## config.mk

```make
export PLATFORM = sky130hd
export DESIGN_NAME = fifo_pop_ctrl
export DESIGN_NICKNAME = d
export VERILOG_FILES = /design/src/rtl/fifo_pop_ctrl.sv
export SDC_FILE = /design/constraint.sdc
export NUM_CORES = 1
export LEC_CHECK = 0
export ABC_CLOCK_PERIOD_IN_PS = 6700
export BUFFER_PORTS_ARGS = -buffer_cell sky130_fd_sc_hd__buf_2
export CAP_MARGIN = 15
export CORE_ASPECT_RATIO = 1.5
export CORE_MARGIN = 4
export CORE_UTILIZATION = 40
export CTS_BUF_LIST = sky130_fd_sc_hd__clkbuf_4 sky130_fd_sc_hd__clkbuf_8
export DETAILED_ROUTE_END_ITERATION = 7
export SLEW_MARGIN = 20
export SYNTH_ARGS = -nofsm -noshare
export SYNTH_HDL_FRONTEND = slang
export SYNTH_SLANG_ARGS = --single-unit
```

## constraint.sdc

```tcl
create_clock -name rdclk -period 6.7 [get_ports rdclk]
set_input_delay 1.34 -clock rdclk [delete_from_list [all_inputs] [get_ports rdclk]]
set_output_delay 1.34 -clock rdclk [all_outputs]
set_load 0.01 [all_outputs]
```

## src/rtl/fifo_pop_ctrl.sv

```systemverilog
// fifo_pop_ctrl
//   Read-side controller for the asynchronous FIFO. It issues pops into the
//   FIFO read port and absorbs the FIFO's one-cycle read latency in a
//   two-entry output buffer. The buffered words are presented downstream as a
//   valid/ready stream. It also provides a flush sequence, which drains the
//   FIFO and discards the words, and a counter of delivered words.
//   All logic runs in the FIFO read clock domain.
//
// Parameters
//   DATA_WIDTH     width of FIFO words and m_data
//   CNT_WIDTH      width of words_cnt (the counter wraps)
//
// Ports
//   rdclk          read-domain clock; all state updates on the rising edge
//   rd_rst_n       asynchronous active-low reset
//   enable         1 = fetch words from the FIFO
//   flush          one-cycle pulse: discard the buffer and drain the FIFO
//   fifo_empty     FIFO empty flag (read domain)
//   fifo_data_out  FIFO read data, valid one cycle after fifo_pop
//   fifo_pop       pop request to the FIFO (combinational)
//   m_valid        an output word is available
//   m_ready        downstream accepts the word
//   m_data         head word of the output buffer
//   busy           controller is not idle
//   flush_done     one-cycle pulse in the cycle a flush completes
//   words_cnt      number of words delivered (m_valid & m_ready)

module fifo_pop_ctrl #(
  parameter int DATA_WIDTH = 8,
  parameter int CNT_WIDTH  = 16
) (
  input  logic                  rdclk,
  input  logic                  rd_rst_n,
  input  logic                  enable,
  input  logic                  flush,
  input  logic                  fifo_empty,
  input  logic [DATA_WIDTH-1:0] fifo_data_out,
  output logic                  fifo_pop,
  output logic                  m_valid,
  input  logic                  m_ready,
  output logic [DATA_WIDTH-1:0] m_data,
  output logic                  busy,
  output logic                  flush_done,
  output logic [CNT_WIDTH-1:0]  words_cnt
);

  typedef enum logic [1:0] {
    IDLE  = 2'd0,
    RUN   = 2'd1,
    DRAIN = 2'd2
  } state_t;

  state_t                state;
  state_t                state_next;

  // Buffer occupancy (0..2) and the "pop issued last cycle" flag. By the pop
  // rule, occ + inflight never exceeds 2 after any clock edge, so a word
  // arriving from the FIFO always has a free slot.
  logic [1:0]            occ;
  logic [1:0]            occ_next;
  logic                  inflight;

  // Two-entry buffer: head_word is what m_data shows, tail_word sits behind.
  logic [DATA_WIDTH-1:0] head_word;
  logic [DATA_WIDTH-1:0] head_next;
  logic [DATA_WIDTH-1:0] tail_word;
  logic [DATA_WIDTH-1:0] tail_next;

  logic                  xfer;
  logic                  capture;
  logic                  drain_entry;
  logic                  room;

  assign m_valid = (occ != 2'd0);
  assign m_data  = head_word;
  assign busy    = (state != IDLE);
  assign xfer    = m_valid & m_ready;

  // A pop may be issued when the word it returns is guaranteed a slot: either
  // there is room counting the word still in flight, or the head leaves the
  // buffer this same cycle.
  assign room    = ((occ + {1'b0, inflight}) < 2'd2) | xfer;

  // Words returned while draining are thrown away instead of buffered.
  assign capture     = inflight & (state != DRAIN);
  assign drain_entry = (state != DRAIN) & (state_next == DRAIN);

  // Next-state, pop request and flush completion.
  always_comb begin
    state_next = state;
    fifo_pop   = 1'b0;
    flush_done = 1'b0;
    case (state)
      IDLE: begin
        if (flush) begin
          state_next = DRAIN;
        end else if (enable) begin
          state_next = RUN;
        end
      end
      RUN: begin
        fifo_pop = enable & ~fifo_empty & room;
        if (flush) begin
          state_next = DRAIN;
        end else if (!enable && !inflight) begin
          // Stay in RUN while a popped word is still on its way so it is
          // captured; already-buffered words remain deliverable in IDLE.
          state_next = IDLE;
        end
      end
      DRAIN: begin
        // A further flush pulse here is ignored, as is enable.
        fifo_pop = ~fifo_empty;
        if (fifo_empty && !inflight) begin
          state_next = IDLE;
          flush_done = 1'b1;
        end
      end
      default: begin
        state_next = IDLE;
      end
    endcase
  end

  // Buffer update. A simultaneous capture and transfer keeps occ unchanged
  // and preserves order: the new word always lands behind the current one.
  always_comb begin
    occ_next  = occ;
    head_next = head_word;
    tail_next = tail_word;
    if (drain_entry) begin
      // Entering DRAIN discards everything buffered; payload regs keep their
      // contents so m_data does not toggle needlessly.
      occ_next = 2'd0;
    end else begin
      case ({capture, xfer})
        2'b01: begin
          head_next = tail_word;
          occ_next  = occ - 2'd1;
        end
        2'b10: begin
          if (occ == 2'd0) begin
            head_next = fifo_data_out;
          end else begin
            tail_next = fifo_data_out;
          end
          occ_next = occ + 2'd1;
        end
        2'b11: begin
          if (occ == 2'd1) begin
            head_next = fifo_data_out;
          end else begin
            head_next = tail_word;
            tail_next = fifo_data_out;
          end
        end
        default: begin
          occ_next = occ;
        end
      endcase
    end
  end

  always_ff @(posedge rdclk or negedge rd_rst_n) begin
    if (!rd_rst_n) begin
      state     <= IDLE;
      occ       <= 2'd0;
      inflight  <= 1'b0;
      head_word <= '0;
      tail_word <= '0;
      words_cnt <= '0;
    end else begin
      state     <= state_next;
      occ       <= occ_next;
      inflight  <= fifo_pop;
      head_word <= head_next;
      tail_word <= tail_next;
      if (xfer) begin
        words_cnt <= words_cnt + CNT_WIDTH'(1);
      end
    end
  end

endmodule

```

* Yosys cells after proc, flatten, opt, wreduce, memory -nomap -nowiden
Cells that the tools add are included.
** Cells by class
- Add/subtract/negate cells :: 4
- Magnitude comparators :: 1
- Equality and inequality tests :: 11
- Mux-type cells :: 17
- Bitwise operators :: 8
- Reduce and logical (&&, ||, !) cells :: 13
** Operator list (number)
- 8-bit two-way mux :: 4
- 8-bit one-hot mux with 3 select lines :: 1
- 16-bit by 1-bit adder with 16-bit output (second input constant) :: 1
- 8-bit one-hot mux with 2 select lines :: 1
- 2-bit two-way mux :: 6
- 2-bit equality test (second input constant) :: 4
- 2-bit inequality test (second input constant) :: 4
- 2-bit by 1-bit equality test with 1-bit output (second input constant) :: 3
- 2-bit one-hot mux with 3 select lines :: 1
- 2-bit nonzero test :: 3
- 3-bit nonzero test :: 2
- 1-bit bitwise AND :: 5
- 2-bit logical NOT :: 2
- 2-bit one-hot mux with 2 select lines :: 1
- 4-bit AND reduction :: 1
- 3-bit AND reduction :: 1
- 2-bit by 1-bit adder with 2-bit output :: 1
- 2-bit by 1-bit adder with 2-bit output (second input constant) :: 1
- 1-bit logical AND :: 2
- 1-bit logical NOT :: 2
- 2-bit < comparator (second input constant) :: 1
- 1-bit two-way mux :: 2
- 1-bit inverter :: 2
- 1-bit one-hot mux with 2 select lines :: 1
- other kinds (2) :: 2
** Storage, ports and cells
- Register bits :: 37
- Input port bits :: 14
- Output and inout port bits :: 28

* Depth between registers and ports, before layout
- Depth in word-level cells :: 9
- Depth in mapped cells :: 8
- Gate-level depth less buffers :: 7

* Worst setup path before layout
OpenSTA, ideal clock, no wires.
- Path type :: input to output
- Start point :: input port m_ready
- End point :: output port fifo_pop
- Arrival :: 2.006 ns
- Slack :: 3.354 ns
- Stages :: 4
- Buffers on the path :: 0
- Cell sequence :: nand2b_1 -> a21oi_1 -> nor2_1 -> nor3b_1
** On the way
- Longest elaborated chain between the ends :: 4
** Ends and longest elaborated chain
- start, declared :: line 40 : input logic m_ready,
- 1-bit bitwise AND :: line 77 : assign xfer = m_valid & m_ready;
- 1-bit OR :: line 82 : assign room = ((occ + {1'b0, inflight}) < 2'd2) | xfer;
- 1-bit bitwise AND :: line 102 : fifo_pop = enable & ~fifo_empty & room;
- 1-bit one-hot mux with 2 select lines :: line 93 : case (state)
- end, declared :: line 38 : output logic fifo_pop,
No other way between the ends.

* Final worst setup path
Same ends and word-level chain as after synthesis.

==> out/results.tsv <==
stage	metric	value	unit
placed_design	hpwlAfterDp	2.855	mm
routing	dr_total_vias	1357	
synth	synth_area_leaders	dfrtp_1, xnor2_1, o21ai_0	
setup_path	slowest_stage	nor3b_1	
clocking	cts_sinks	37	
setup_path	critPathMaxFanout	6	
grt	track_usage	14.19	%
synth	synth_area	0.001818	sq mm
synth	synth_common_cells	dfrtp_1, o21ai_0, nand2_1, xnor2_1, nor2_1	
sta	finalCritPeriodShare	54.20	%
setup_path	crit_required	5.36	ns
synth	yosys_warnings	0	
sta	slew_headroom	42.84	%
die	core	0.004318	sq mm
synth	ys_ff_latch	37	
synth	synth_top_family_by_area	simple AND/OR/NAND/NOR gates	
synth	yosysTopAreaCell	dfrtp_1	
sta	grt_setup_unrepaired	false	
synth	synth_cell_types	31	
synth	yosysTopAreaCellShare	50.93	%
routing	wl_per_cell	14.30	um
hold_path	hold_path_class	reg -> reg	
synth	synth_nets	188	
clocking	clkLatencyLatePin	0.28	ns
sta	tightest_slew	0.8559	ns
pwr	vdd_drop_max	0.2209	mV
synth	yosysSeqAreaShare	50.93	%
final_layout	syn2layout_area_growth	19.61	%
final_layout	seq_area	925.9	sq um
synth	synth-simple-area-share	13.28	%
clocking	cts_setup_buffers	0	
grt	grt_pass1_wl	6.541	mm
routing	drt-pass1-iter-count	4	
sta	setup_viol	0	
sta	slew_viol_final	0	
sta	layout_min_cycle_time	3.631	ns
setup_path	crit_top_cell	buf_2	
setup_path	cp_cell_sequence	buf_2 -> nand2b_1 -> a21oi_1 -> nor2_1 -> nor3b_1 -> buf_2	
sta	hold_slack	0.4650	ns
status	run_status	complete, no violations	
die	pin_count	42	
routing	drc	0	
pwr	p_leak	1.035	nW
sta	max_freq	275.4	MHz
clocking	cts_root_buffer	clkbuf_8	
synth	yosysMostFrequentCell	dfrtp_1	
routing	avgViaCountPerCell	5.239	
final_layout	final_layout_size_suffix_gt1_share	29.11	%
die	fp.dieW	63.05	um
setup_path	critical_path.top_delay_family	simple AND/OR/NAND/NOR gates	
grt	grt_pass1_vias	1435	
setup_path	worstPathArrival	2.29	ns
die	die_y	90.57	um
sta	hold_viol_final	0	
grt	grt_remaining_overflow	0	
clocking	cts-htree-levels	2	
final_layout	n_fill_cell	423	
synth	synth_flop_cell	dfrtp_1	
clocking	holdBufCountCts	0	
synth	syn_avg_cell_area	10.89	sq um
synth	synthMuxAreaShare	9.360	%
die	initial_core_util	42.10	%
pwr	cellPowerDensity	409.7	mW/mm^2
clocking	clock_path_buffers	2	
clocking	cts-buffers-inserted	5	
die	die_area	0.005710	sq mm
synth	synth_compound_area_share	11.22	%
job	cap_violations	0	
setup_path	critPathKind	in -> out	
final_layout	n_antenna_cell	0	
clocking	tritoncts	built	
placed_design	numPortBuffers	41	
setup_path	crit_buf_inv	2	
routing	postRouteAntennaNets	0	
synth	synth_cells	167	
routing	drt_iter0_drc	18	
clocking	path_clk_slew	0.07	ns
grt	antenna_found_initial	0	
setup_path	cp-start-kind	input port	
final_layout	multiInputGateArea	852.1	sq um
grt	grt_max_degree	38	
setup_path	cpPeakStageDelay	0.26	ns
placed_design	place_congestion	0.8254	
synth	async_flop_share	100.0	%
sta	setup_tns	0	ns
routing	wl	3.703	mm
final_layout	nNetsFinal	234	
setup_path	critPathCaptureType	output pin	
sta	clock_skew	0.003422	ns
die	placementRows	29	
clocking	ctsResizeCount	0	
synth	synth_edf_count	0	
synth	synthAdderAreaFrac	4.818	%
synth	synth_xor_area_share	8.190	%
-- area by class of cell --
type | count | area share, %
multi-input combinational | 120 | 39.18
inverter | 8 | 1.381
clock buffer | 5 | 3.165
tap | 46 | 2.647
timing repair buffer | 41 | 9.436
clock inverter | 2 | 1.611
sequential | 37 | 42.58
-- cell usage in the layout, fill, tap and decap left out, types with 2 or more instances in the layout --
| cell | n |
|---|---|
| inv_1 | 8 |
| clkbuf_8 | 5 |
| mux2_2 | 8 |
| nor2b_1 | 2 |
| nand3_1 | 4 |
| nand4_1 | 5 |
| xor2_1 | 3 |
| nand2b_1 | 3 |
| nand3b_1 | 2 |
| mux2i_1 | 8 |
| dfrtp_1 | 37 |
| nand2_1 | 16 |
| ha_1 | 7 |
| buf_2 | 41 |
| nor2_1 | 12 |
| xnor2_1 | 14 |
| a21oi_1 | 3 |
| a211oi_2 | 2 |
| o21ai_0 | 18 |
-- path summary, 6_finish.rpt --
check | from | to | slack, ns | depth (start not counted)
max | m_ready | fifo_pop | 3.07 | 6
min | words_cnt[15]$_DFFE_PN0P_ | words_cnt[15]$_DFFE_PN0P_ | 0.46 | 1
max reg2reg | state[0]$_DFF_PN0_ | tail_word[0]$_DFFE_PN0P_ | 3.93 | 7
min reg2reg | words_cnt[15]$_DFFE_PN0P_ | words_cnt[15]$_DFFE_PN0P_ | 0.46 | 1
max in group asynchronous | rd_rst_n | occ[0]$_DFFE_PN0P_ | 5.06 | 1
min in group asynchronous | rd_rst_n | state[0]$_DFF_PN0_ | 1.14 | 1
-- registers in the layout (all words and copies together) (netlist names) --
signal	flops
tail_word	8
inflight	1
state	2
words_cnt	16
m_data	8
occ	2
-- per-layer routing --
metal  global-route usage, %  wire length [um]  part of all wire, %  vias to the layer above
li1                        -                 -                    -                      665
met1                   15.61              1452                   39                      654
met2                   25.46              1973                   53                       33
met3                   4.857               227                  6.1                        5
met4                   3.867                48                  1.3                        0
met5                       0                 0                    0                        -
-- report_power, final --
| group | internal [mW] | leakage (nW) | switching, mW |
|---|---|---|---|
| combinational | 0.155 | 0.503 | 0.198 |
| clock | 0.108 | 0.0540 | 0.0738 |
| sequential | 0.296 | 0.478 | 0.0603 |
-- cell families after synthesis --
kind of cell,count (synthesis)
AND/OR/NAND/NOR,50
flip-flops,37
AO/OA/AOI/OAI,30
XOR/XNOR,17
multiplexers,16
buffers and inverters,10
adder cells (fa/ha/maj),7
-- stage by stage --
step                      utilization (%)  std cells  area, sq um  total power, mW  worst slack [ns]
final                               50.36        259         2175           0.8909             3.069
after global routing                50.36        259         2175           0.9676             2.902
after CTS                           50.36        259         2175           0.9055             3.041
after detailed placement            47.96        252         2071           0.7168             3.042
after global placement              47.96        252         2071           0.7028             3.132
after floorplan                         -        167         1818           0.6028             3.354
Power figures use the tool's default switching activity.
